File: config.mk
export PLATFORM = sky130hd
export DESIGN_NAME = alu_core_flat
export DESIGN_NICKNAME = d
export VERILOG_FILES = /design/src/rtl/alu_pkg.sv /design/src/rtl/alu_if.sv /design/src/rtl/alu_regfile.sv /design/src/rtl/alu_core.sv /design/src/flat_wrapper.sv
export SDC_FILE = /design/constraint.sdc
export NUM_CORES = 1
export LEC_CHECK = 0
export CORE_UTILIZATION = 60
export DETAILED_ROUTE_END_ITERATION = 8
export GPL_ROUTABILITY_DRIVEN = 1
export HOLD_SLACK_MARGIN = 0.02
export PLACE_DENSITY = 0.92
export SLEW_MARGIN = 20
export SYNTH_ARGS = -nofsm -noshare
export SYNTH_HDL_FRONTEND = slang
export SYNTH_SLANG_ARGS = --single-unit
File: constraint.sdc
create_clock -name clk -period 3.45 [get_ports clk]
set_clock_uncertainty 0.15 [all_clocks]
set_input_delay 0.5175 -clock clk [delete_from_list [all_inputs] [get_ports clk]]
set_output_delay 0.5175 -clock clk [all_outputs]
set_load 0.02 [all_outputs]
File: src/rtl/alu_pkg.sv
// Shared types for the register-file ALU: opcode and controller state encodings.
package alu_pkg;

    typedef enum logic [2:0] {
        OP_INC  = 3'b000,
        OP_DEC  = 3'b001,
        OP_NOT  = 3'b010,
        OP_AND  = 3'b011,
        OP_SHL  = 3'b100,
        OP_SHR  = 3'b101,
        OP_OR   = 3'b110,
        OP_LOAD = 3'b111
    } op_e;

    typedef enum logic [1:0] {
        ST_IDLE  = 2'd0,
        ST_SHIFT = 2'd1,
        ST_RESP  = 2'd2
    } state_e;

endpackage

File: src/rtl/alu_if.sv
// Command/response bus of alu_core. Both channels are valid/ready: a transfer happens on
// a rising edge where valid and ready are both high; a source holds its payload until then.
interface alu_if #(
    parameter int WIDTH = 16,
    parameter int NREGS = 4
);
    localparam int RW = $clog2(NREGS);

    logic             in_valid;
    logic             in_ready;
    logic [2:0]       in_op;
    logic [RW-1:0]    in_reg;
    logic [WIDTH-1:0] in_arg;
    logic             out_valid;
    logic             out_ready;
    logic [WIDTH-1:0] out_data;
    logic [RW-1:0]    out_reg;
    logic             out_carry;
    logic             out_zero;

    modport master (
        output in_valid, in_op, in_reg, in_arg, out_ready,
        input  in_ready, out_valid, out_data, out_reg, out_carry, out_zero
    );

    modport slave (
        input  in_valid, in_op, in_reg, in_arg, out_ready,
        output in_ready, out_valid, out_data, out_reg, out_carry, out_zero
    );
endinterface

File: src/rtl/alu_regfile.sv
// Register file: combinational read port, single synchronous write port, cleared on reset.
module alu_regfile #(
    parameter int WIDTH = 16,
    parameter int NREGS = 4
) (
    input  logic                     clk,
    input  logic                     rst_n,
    input  logic                     i_we,
    input  logic [$clog2(NREGS)-1:0] i_waddr,
    input  logic [WIDTH-1:0]         i_wdata,
    input  logic [$clog2(NREGS)-1:0] i_raddr,
    output logic [WIDTH-1:0]         o_rdata
);
    logic [WIDTH-1:0] r_mem [NREGS];

    always_ff @(posedge clk or negedge rst_n) begin
        if (!rst_n) begin
            for (int i = 0; i < NREGS; i++) begin
                r_mem[i] <= '0;
            end
        end else if (i_we) begin
            r_mem[i_waddr] <= i_wdata;
        end
    end

    assign o_rdata = r_mem[i_raddr];
endmodule

File: src/rtl/alu_core.sv
// Register-file ALU with a bit-serial shifter; one command in flight, result held until taken.
module alu_core import alu_pkg::*; #(
    parameter int WIDTH = 16,
    parameter int NREGS = 4
) (
    input  logic   clk,
    input  logic   rst_n,
    alu_if.slave   bus,
    output state_e o_dbg_state
);
    localparam int RW = $clog2(NREGS);
    localparam int CW = $clog2(WIDTH) + 1;

    state_e           r_state;
    logic [WIDTH-1:0] r_work;
    logic [WIDTH-1:0] r_data;
    logic [RW-1:0]    r_reg;
    logic [CW-1:0]    r_cnt;
    logic             r_shl;
    logic             r_carry;
    logic             r_zero;

    op_e              w_op;
    logic [CW-1:0]    w_n_raw;
    logic [CW-1:0]    w_n;
    logic [WIDTH:0]   w_sum;
    logic [WIDTH-1:0] w_res;
    logic             w_cy;
    logic [WIDTH-1:0] w_rd;
    logic             w_accept;
    logic             w_start_shift;
    logic             w_last;
    logic [WIDTH-1:0] w_step;
    logic             w_step_cy;
    logic             w_we;
    logic [RW-1:0]    w_waddr;
    logic [WIDTH-1:0] w_wdata;

    alu_regfile #(.WIDTH(WIDTH), .NREGS(NREGS)) u_regfile (
        .clk     (clk),
        .rst_n   (rst_n),
        .i_we    (w_we),
        .i_waddr (w_waddr),
        .i_wdata (w_wdata),
        .i_raddr (bus.in_reg),
        .o_rdata (w_rd)
    );

    // Single-cycle result; shifts with n>0 are finished by the serial path instead.
    always_comb begin
        w_op    = op_e'(bus.in_op);
        w_n_raw = bus.in_arg[CW-1:0];
        w_n     = (w_n_raw > CW'(WIDTH)) ? CW'(WIDTH) : w_n_raw;
        w_sum   = '0;
        w_res   = w_rd;
        w_cy    = 1'b0;
        case (w_op)
            OP_INC:  begin w_sum = {1'b0, w_rd} + (WIDTH+1)'(1); w_res = w_sum[WIDTH-1:0]; w_cy = w_sum[WIDTH]; end
            OP_DEC:  begin w_sum = {1'b0, w_rd} - (WIDTH+1)'(1); w_res = w_sum[WIDTH-1:0]; w_cy = w_sum[WIDTH]; end
            OP_NOT:  w_res = ~w_rd;
            OP_AND:  w_res = w_rd & bus.in_arg;
            OP_OR:   w_res = w_rd | bus.in_arg;
            OP_LOAD: w_res = bus.in_arg;
            default: w_res = w_rd;
        endcase
    end

    assign w_accept      = (r_state == ST_IDLE) && bus.in_valid;
    assign w_start_shift = ((w_op == OP_SHL) || (w_op == OP_SHR)) && (w_n != '0);
    assign w_last        = (r_state == ST_SHIFT) && (r_cnt <= CW'(1));
    assign w_step        = r_shl ? {r_work[WIDTH-2:0], 1'b0} : {1'b0, r_work[WIDTH-1:1]};
    assign w_step_cy     = r_shl ? r_work[WIDTH-1] : r_work[0];

    // The register is committed exactly on the edge that enters RESP.
    assign w_we    = (w_accept && !w_start_shift) || w_last;
    assign w_waddr = (r_state == ST_SHIFT) ? r_reg : bus.in_reg;
    assign w_wdata = (r_state == ST_SHIFT) ? w_step : w_res;

    always_ff @(posedge clk or negedge rst_n) begin
        if (!rst_n) begin
            r_state <= ST_IDLE;
            r_work  <= '0;
            r_data  <= '0;
            r_reg   <= '0;
            r_cnt   <= '0;
            r_shl   <= 1'b0;
            r_carry <= 1'b0;
            r_zero  <= 1'b0;
        end else begin
            case (r_state)
                ST_IDLE: begin
                    if (w_accept) begin
                        r_reg <= bus.in_reg;
                        if (w_start_shift) begin
                            r_work  <= w_rd;
                            r_cnt   <= w_n;
                            r_shl   <= (w_op == OP_SHL);
                            r_state <= ST_SHIFT;
                        end else begin
                            r_data  <= w_res;
                            r_carry <= w_cy;
                            r_zero  <= (w_res == '0);
                            r_state <= ST_RESP;
                        end
                    end
                end
                ST_SHIFT: begin
                    r_work  <= w_step;
                    r_cnt   <= r_cnt - CW'(1);
                    r_carry <= w_step_cy;
                    if (w_last) begin
                        r_data  <= w_step;
                        r_zero  <= (w_step == '0);
                        r_state <= ST_RESP;
                    end
                end
                ST_RESP: begin
                    if (bus.out_ready) begin
                        r_state <= ST_IDLE;
                    end
                end
                default: r_state <= ST_IDLE;
            endcase
        end
    end

    assign bus.in_ready  = (r_state == ST_IDLE);
    assign bus.out_valid = (r_state == ST_RESP);
    assign bus.out_data  = r_data;
    assign bus.out_reg   = r_reg;
    assign bus.out_carry = r_carry;
    assign bus.out_zero  = r_zero;
    assign o_dbg_state   = r_state;
endmodule

File: src/flat_wrapper.sv
// flat-port wrapper written by rule: the top's interface ports become plain ports
module alu_core_flat import alu_pkg::*;
#(
    parameter int WIDTH = 16,
    parameter int NREGS = 4
)
  (clk, rst_n, o_dbg_state, bus_in_valid, bus_in_op, bus_in_reg, bus_in_arg, bus_out_ready, bus_in_ready, bus_out_valid, bus_out_data, bus_out_reg, bus_out_carry, bus_out_zero);
  alu_if #(.WIDTH(WIDTH), .NREGS(NREGS)) bus_i ();
  input  logic clk;
  input  logic rst_n;
  output state_e o_dbg_state;
  input wire logic [$bits(bus_i.in_valid)-1:0] bus_in_valid;
  input wire logic [$bits(bus_i.in_op)-1:0] bus_in_op;
  input wire logic [$bits(bus_i.in_reg)-1:0] bus_in_reg;
  input wire logic [$bits(bus_i.in_arg)-1:0] bus_in_arg;
  input wire logic [$bits(bus_i.out_ready)-1:0] bus_out_ready;
  output wire logic [$bits(bus_i.in_ready)-1:0] bus_in_ready;
  output wire logic [$bits(bus_i.out_valid)-1:0] bus_out_valid;
  output wire logic [$bits(bus_i.out_data)-1:0] bus_out_data;
  output wire logic [$bits(bus_i.out_reg)-1:0] bus_out_reg;
  output wire logic [$bits(bus_i.out_carry)-1:0] bus_out_carry;
  output wire logic [$bits(bus_i.out_zero)-1:0] bus_out_zero;
  assign bus_i.in_valid = bus_in_valid;
  assign bus_i.in_op = bus_in_op;
  assign bus_i.in_reg = bus_in_reg;
  assign bus_i.in_arg = bus_in_arg;
  assign bus_i.out_ready = bus_out_ready;
  assign bus_in_ready = bus_i.in_ready;
  assign bus_out_valid = bus_i.out_valid;
  assign bus_out_data = bus_i.out_data;
  assign bus_out_reg = bus_i.out_reg;
  assign bus_out_carry = bus_i.out_carry;
  assign bus_out_zero = bus_i.out_zero;
  alu_core #(.WIDTH(WIDTH), .NREGS(NREGS)) u_core (.clk(clk), .rst_n(rst_n), .bus(bus_i), .o_dbg_state(o_dbg_state));
endmodule
==> run metrics <==
outcome complete, but fails checks; failing checks setup timing; most used cell, CP buf_4; Stages on worst setup path 12; DR vias 6,585; main flop type after synthesis dfrtp_1; most frequent cells in the layout dfrtp_1 (108), buf_4 (96), mux2_2 (86), nor2_1 (55), nand2_1 (53); Hold Crit Class in2async; CTS tree built; starting density of the core 62.0%; Final ANT Viol Nets 0; largest net degree at the start of global routing 64; Distinct cells, synth 72; post-DP HPWL 14,600 um; Clock Sinks 108; width of the chip 108 um; diode count 0; average size of a mapped cell 9.87 um2; maximum clock frequency 0.278 GHz; Synthesized Nets 716; Least-Margin Pin Slew 1.09 ns; full die area 0.0117 mm2; GPL Wtd Cong 1.15; Post-synth ARST share 100%; Final Hold Vio Count 0; drt total wl 21,300 um; CTS Buf Count 9; Max Root-Sink Buffers 2; slowest CP cell nor4_1; Setup Slack @ Placement -0.762 ns; Worst R2R Path Depth 11; crit path cell chain dlygate4sd2_1 > buf_4 > mux4_2 > buf_4 > nand4_1 > nor4_1 > o311ai_0 > buf_4 > a211oi_1 > or3_1 > a21oi_2 > mux2_2; Critical Path Sink Type flip-flop; Ys Warns 0; # setup viols final 6; Core Rows 38; die height 108 um; cell area after synthesis 0.00678 mm2; starting DRC count in detailed routing 985; Worst setup SP type input pin; Worst-Skew Late Latency 0.35 ns; vias in the first global route 6,375; final slew viol count 0; share of cells above drive strength 1 30.7%; # IOs 49; period utilisation layout 104%; CORE AREA 0.0109 mm2; Peak VDD IR 579 uV; Mapped Cells 687; clock slew at reported path FFs 0.07 ns; routed len/inst 22.7 um; Tmin final 3.59 ns; CP bufs+invs 4; delay-heaviest family, CP simple AND/OR/NAND/NOR gates; commonest non-fill, non-tap cell in the layout dfrtp_1; crit path DAT 3.67 ns; leakage power 0.00342 uW; H-tree Lvls 3; Post-synth EDFFs 0; Residual DRC 0; CP Class in2reg; gr usage total 37.4%; Area Growth Syn to Fin 23.8%; GRT overflow 0; Slew HR 26.8%; CP Data Required Time 3.53 ns; IO buf count 48; Biggest register u_core.u_regfile.r_mem; initial antenna violation count 0; final worst setup slack -0.142 ns; router iterations before antenna repair 5; Max-Cap Viols 0; Max FO, Critical Path 9; vias per cell 7.03; post-synthesis sequential area ratio 39.9%; root buffer cell clkbuf_16; Nets 821; PD cells 884 mW/mm2; first-pass GRT wire length 33,200 um; max reg flops 64; Seq cells post-synth 108; Critical Path Max Stage Delay 0.59 ns; setup TNS -0.683 ns; total chip power 7420 uW
==> cell type report <==
class	count	area (um2)
multi-input cells	511	3870
repair buffers	148	1280
inverters	14	52.6
clock inverters	6	71.3
flip-flops and latches	108	2700
fillers	676	2540
well taps	140	175
clock buffers	10	239
==> logic make-up after synthesis <==
group / Yosys count / share of synthesized area [%]
simple gates: 222 / 16.4
mux: 111 / 20.9
xor+xnor: 7 / 0.904
compound gates: 167 / 16.9
fa+ha+maj: 4 / 0.738
buf+inv: 68 / 4.26
flops: 108 / 39.9
==> metal layers <==
layer  global-route usage (%)  wire [um]  up-vias
met5                        0          0        -
met4                     18.7       1040        0
met3                     7.66       2280      118
met2                     60.2       9930      533
met1                     48.2       8030     3152
li1                         -          -     2782
==> cell usage after synthesis (all sizes together) (5+ instances only) <==
master	number	area, um2
a211oi	16	120
a21o	7	52.6
a21oi	31	159
a311oi	6	52.6
a31o	5	43.8
a31oi	7	43.8
buf	17	97.6
clkbuf	37	139
dfrtp	108	2700
inv	13	48.8
mux2	86	968
mux2i	9	90.1
mux4	16	360
nand2	53	199
nand2b	10	62.6
nand3	20	100
nand3b	7	52.6
nand4	12	75.1
nor2	55	206
nor2b	15	93.8
nor3	15	75.1
nor4	9	56.3
o211ai	5	37.5
o21ai	36	180
o31ai	18	135
or4	5	41.3
xnor2	5	43.8
==> metrics by stage <==
stage	instances	hold slack, ns	area [um2]	utilization (%)
2_1_floorplan	687	0.0719	6800	-
3_3_place_gp	917	0.313	8000	73.1
3_5_place_dp	917	0.338	8000	73.1
4_1_cts	934	0.0394	8340	76.3
5_1_grt	937	0.0750	8390	76.7
6_report	937	0.0177	8390	76.7
==> path summary, 6_finish.rpt <==
check	to	slack, ns	startpoint
setup / recovery	u_core.u_regfile.r_mem[59]	-0.14	bus_in_reg[1]
hold / removal	u_core.bus.out_data[3]	0.02	rst_n
setup reg to reg	u_core.bus.out_zero	0.02	u_core.u_regfile.r_mem[1]
hold reg to reg	u_core.u_regfile.r_mem[42]	0.37	u_core.u_regfile.r_mem[42]
max in group asynchronous	u_core.bus.out_zero	2.40	rst_n
min in group clk	u_core.u_regfile.r_mem[42]	0.37	u_core.u_regfile.r_mem[42]
==> power by group <==
group / internal, uW / switching [uW]
logic: 1890 / 2070
registers: 1860 / 527
clock network: 591 / 482
total: 4340 / 3080
==> repair_timing <==
action,CTS,global route
pin swaps,1,4
setup buffers,1,3
resized for setup,10,11
endpoints found under the setup margin,62,42
hold buffers,0,0
(Power assumes the default switching activity.)
==> edit 1 (same flow settings) <==
Make the reset (`rst_n`) synchronous in 2 clocked blocks.
--- a/src/rtl/alu_regfile.sv
+++ b/src/rtl/alu_regfile.sv
@@ -14,5 +14,5 @@
     logic [WIDTH-1:0] r_mem [NREGS];
 
-    always_ff @(posedge clk or negedge rst_n) begin
+    always_ff @(posedge clk) begin
         if (!rst_n) begin
             for (int i = 0; i < NREGS; i++) begin
--- a/src/rtl/alu_core.sv
+++ b/src/rtl/alu_core.sv
@@ -77,5 +77,5 @@
     assign w_wdata = (r_state == ST_SHIFT) ? w_step : w_res;
 
-    always_ff @(posedge clk or negedge rst_n) begin
+    always_ff @(posedge clk) begin
         if (!rst_n) begin
             r_state <= ST_IDLE;
Formal check against the unedited RTL: differs if rst_n is asserted again (counterexample within 4 cycles, from zero or initial values and one cycle with rst_n low); with rst_n held inactive, the same outputs for 4 cycles.
==> edit 1 against the unedited design <==
The run ends with design-rule violations, negative setup slack left. Cell count up 6.7%. Synthesized area decreased by 3.3%. Critical endpoint is now u_core.u_regfile.r_mem[0][7]$_SDFFCE_PN0P_. Wire length increased by 17%. Setup slack gained 0.056 ns. Sequential cell count unchanged. Final area is 1.3% lower. Highest routed layer unchanged.
Power is not compared: it rests on default switching activity, and its combinational part moved more than twofold at a synthesized area within 25%.
==> edit 1: results (changes against the unedited design) <==
[critical_path]
regToRegEndpoint=u_core.u_regfile.r_mem[0][7]$_SDFFCE_PN0P_  ; was u_core.bus.out_zero$_DFFE_PN0P_
arrival_ns=3.53  ; was 3.67 ns
r2r_cells=10  ; was 11
worstSetupStartpoint=u_core.u_regfile.r_mem[0][1]$_SDFFCE_PN0P_  ; was bus_in_reg[1]

[timing]
slew_headroom=0.389  ; was 0.268
setup_violations=6  ; unchanged
fin_hold_ws_ns=0.333  ; was 0.0177 ns
setup_slack_ns=-0.0852  ; was -0.142 ns
fin_tns_setup_ns=-0.395  ; was -0.683 ns

[global_routing]
grt_pass1_wl_um=36100  ; was 33200 um
grt_max_degree=38  ; was 64
track_usage=0.422  ; was 0.374

[placed_design]
dp.cells=971  ; was 917
dpl.hpwl_um=15900  ; was 14600 um

[synth]
synth_compound_gate_area_share=0.189  ; was 0.169
synthTopCellsByCount=nor2_1 (137), edfxtp_1 (64), nand2_1 (59)  ; was dfrtp_1 (108), mux2_2 (86), nor2_1 (55)
synth_edf_count=64  ; was 0
synth.avg_cell_area_sq_um=8.96  ; was 9.87 sq um
synth.area.mux_share=0.0872  ; was 0.209
synth_fp_nets=761  ; was 716

[clocking]
cts_root_buf=clkbuf_8  ; was clkbuf_16
insertion_delay_ns=0.40  ; was 0.35 ns

[finish]
inverters=11  ; was 14
drive_gt1_frac=0.219  ; was 0.307
signal_buffers=174  ; was 148
fill_cells=624  ; was 676

[status]
failed_checks=design-rule violations, negative setup slack  ; was negative setup slack
status=finished with violations  ; unchanged

[detailed_routing]
drtPass1Iterations=9  ; was 5
drt-initial-drc-count=1337  ; was 985
drc=2  ; was 0

edit 1: changes by cell type after synthesis, moves of 7 or more:
cell	before	now
dfrtp_1	108	0
mux2_2	86	2
nor2_1	55	137
edfxtp_1	0	64
dfxtp_1	0	44
a21oi_1	30	47
o31ai_1	18	6
and2_1	3	13
clkbuf_1	37	47
mux2i_1	9	17
nor3b_1	0	7
o21ai_0	35	42
edit 1: layer usage:
| layer | track usage | wire length (um) | part of all wire | up-vias |
|---|---|---|---|---|
| met5 | 0 | 0 | 0 | - |
| met4 | 0.247 | 1930 | 0.078 | 0 |
| met3 | 0.110 | 3790 | 0.15 | 220 |
| met2 | 0.664 | 10900 | 0.44 | 786 |
| met1 | 0.524 | 8200 | 0.33 | 3257 |
| li1 | - | - | - | 2954 |
==> edit 2 (config.mk and constraints unchanged) <==
Without the edit above. `NREGS` is set to 4 in 4 places; all go to 2.
--- a/src/rtl/alu_if.sv
+++ b/src/rtl/alu_if.sv
@@ -3,5 +3,5 @@
 interface alu_if #(
     parameter int WIDTH = 16,
-    parameter int NREGS = 4
+    parameter int NREGS = 2
 );
     localparam int RW = $clog2(NREGS);
--- a/src/rtl/alu_regfile.sv
+++ b/src/rtl/alu_regfile.sv
@@ -2,5 +2,5 @@
 module alu_regfile #(
     parameter int WIDTH = 16,
-    parameter int NREGS = 4
+    parameter int NREGS = 2
 ) (
     input  logic                     clk,
--- a/src/rtl/alu_core.sv
+++ b/src/rtl/alu_core.sv
@@ -2,5 +2,5 @@
 module alu_core import alu_pkg::*; #(
     parameter int WIDTH = 16,
-    parameter int NREGS = 4
+    parameter int NREGS = 2
 ) (
     input  logic   clk,
--- a/src/flat_wrapper.sv
+++ b/src/flat_wrapper.sv
@@ -3,5 +3,5 @@
 #(
     parameter int WIDTH = 16,
-    parameter int NREGS = 4
+    parameter int NREGS = 2
 )
   (clk, rst_n, o_dbg_state, bus_in_valid, bus_in_op, bus_in_reg, bus_in_arg, bus_out_ready, bus_in_ready, bus_out_valid, bus_out_data, bus_out_reg, bus_out_carry, bus_out_zero);
Interface: changed (resized bus_in_reg and bus_out_reg); port bits go from 49 to 47. The function was not compared with the original's and may differ.
==> edit 2 against the unedited design <==
The run still ends with negative setup slack left. Total power is 23% lower. Setup slack better by 0.13 ns. Wire length is 15% lower. Sequential share of layout area is 2.7 points lower. Sequential cell count is 33 lower. Cell count is 16% lower. Die area is 20% lower. Combinational power is 20% lower. Clock power is 37% lower. Synthesized area is 21% lower. Final area is 24% lower. Critical path type unchanged.
==> edit 2: results (changes against the unedited design) <==
[clocking]
cts_root_buf=clkbuf_8  ; was clkbuf_16
cts.clk_slew.worst_paths_ns=0.09  ; was 0.07 ns
clock_tree.buffer_depth=2  ; unchanged
insertion_delay_ns=0.36
cts_max_level=3  ; unchanged
post-cts-setup-buffers=0  ; was 1
cts_resized=0  ; was 10
cts_buffers=9  ; unchanged

[timing]
setup_slack_ns=-0.0123  ; was -0.142 ns
slew_headroom=0.356  ; was 0.268
setup_violations=1  ; was 6

[global_routing]
grt_use_met3=0.121  ; was 0.0766
track_usage=0.391  ; was 0.374
grt_max_degree=76  ; was 64
grt_pass1_vias=5448  ; was 6375
grt_util_met1=0.526  ; was 0.482
antenna_found_initial=0  ; unchanged
grtUsageMet2=0.580  ; was 0.602
grt_pass1_wl_um=29000  ; was 33200 um

[placed_design]
dp_slack_ns=-0.151  ; was -0.762 ns
place_congestion=1.28  ; was 1.15
portBuffers=46  ; was 48
dpl.hpwl_um=12900  ; was 14600 um

[status]
status=finished with violations  ; unchanged
failed_checks=negative setup slack  ; unchanged

[finish]
drive_gt1_frac=0.211  ; was 0.307
fin_nets=702  ; was 821
top_register=u_core.u_regfile.r_mem  ; unchanged
largest_reg_flops=32  ; was 64
fill_cells=614  ; was 676
n_antenna_cell=0  ; unchanged

[flow_run]
cap_violations=0  ; unchanged

[synth]
synthTopCellsByCount=dfrtp_1 (75), nand2_1 (56), mux2_2 (52)  ; was dfrtp_1 (108), mux2_2 (86), nor2_1 (55)
synth.area.mux_share=0.180  ; was 0.209
synthAdderAreaFrac=0.00930  ; was 0.00738
ys_warn_count=0  ; unchanged
yosysUniqueCellTypes=66  ; was 72
yosysSeqAreaShare=0.349  ; was 0.399
synth_compound_gate_area_share=0.202  ; was 0.169
synth_area_leaders=dfrtp_1 (35%), mux2_2 (11%), nand2_1 (3.9%)  ; was dfrtp_1 (40%), mux2_2 (14%), mux4_2 (5.3%)
synth_fp_nets=632  ; was 716
async_flop_share=1.00  ; unchanged
synth_xor_area_frac=0.00814  ; was 0.00904

[detailed_routing]
drt-initial-drc-count=1012  ; was 985
drt_wl_total_um=18000  ; was 21300 um
vias=5714  ; was 6585
drtPass1Iterations=8  ; was 5

[die]
rows=34  ; was 38

[critical_path]
arrival_ns=3.60  ; was 3.67 ns
slowest_delay_ns=0.54  ; was 0.59 ns
critPathSlowestCell=or4b_1  ; was nor4_1
r2r_cells=8  ; was 11
rr_startpoint=u_core.u_regfile.r_mem[9]$_DFFE_PN0P_  ; was u_core.u_regfile.r_mem[1]$_DFFE_PN0P_
cp_max_fo=8  ; was 9

[pwr]
irDropWorstVdd_uv=626  ; was 579 uV
leakagePower_nw=2.54  ; was 3.42 nW

[worst_hold_path]
min_path_type=in2async  ; unchanged

edit 2: layout make-up:
class / count / area, sq um / area share
multi-input cells: 484 / 3290 / 0.518
flip-flops and latches: 75 / 1880 / 0.295
repair buffers: 96 / 828 / 0.130
well taps: 108 / 135 / 0.0213
clock buffers: 10 / 128 / 0.0201
clock inverters: 6 / 66.3 / 0.0104
inverters: 8 / 30.0 / 0.00472
edit 2: per-stage QoR:
stage	power, mW	hold WS, ns	TNS [ns]	instance area, sq um	cells
3_5_place_dp	4.83	0.332	-0.263	6160	771
2_1_floorplan	3.62	0.0719	0	5380	604
6_report	5.71	0.123	-0.0123	6360	787
4_1_cts	5.54	0.185	0	6360	787
5_1_grt	5.96	0.201	0	6360	787
3_3_place_gp	4.66	0.324	0	6160	771
edit 2: logic make-up after synthesis:
kind of cell	after synthesis
xor+xnor	5
compound gates	171
fa+ha+maj	4
flops	75
mux	84
buf+inv	45
simple gates	220
edit 2: worst max-delay path by stage:
stage / start / end / slack [ns] / cells after the start
final: bus_in_reg / u_core.bus.out_zero$_DFFE_PN0P_ / -0.01 / 10
after global placement: bus_in_reg / u_core.bus.out_data[11]$_DFFE_PN0P_ / 0.04 / 12
after floorplan: bus_in_reg / u_core.bus.out_zero$_DFFE_PN0P_ / 0.21 / 12
after detailed placement: bus_in_reg / u_core.bus.out_zero$_DFFE_PN0P_ / -0.15 / 12
after CTS: bus_in_reg / u_core.bus.out_zero$_DFFE_PN0P_ / 0.20 / 12
after global routing: bus_in_reg / u_core.bus.out_zero$_DFFE_PN0P_ / 0.02 / 10
edit 2: metal layers:
metal	wire length [um]	vias to the layer above	part of all wire
met4	1020	0	0.056
met1	6830	2639	0.38
met5	0	-	0
met2	7640	529	0.42
met3	2520	144	0.14
li1	-	2402	-
edit 2: where the power goes:
| part | switching, mW | total [mW] | internal [mW] |
|---|---|---|---|
| Combinational | 1.81 | 3.18 | 1.37 |
| Sequential | 0.550 | 1.85 | 1.30 |
| Clock | 0.345 | 0.679 | 0.334 |
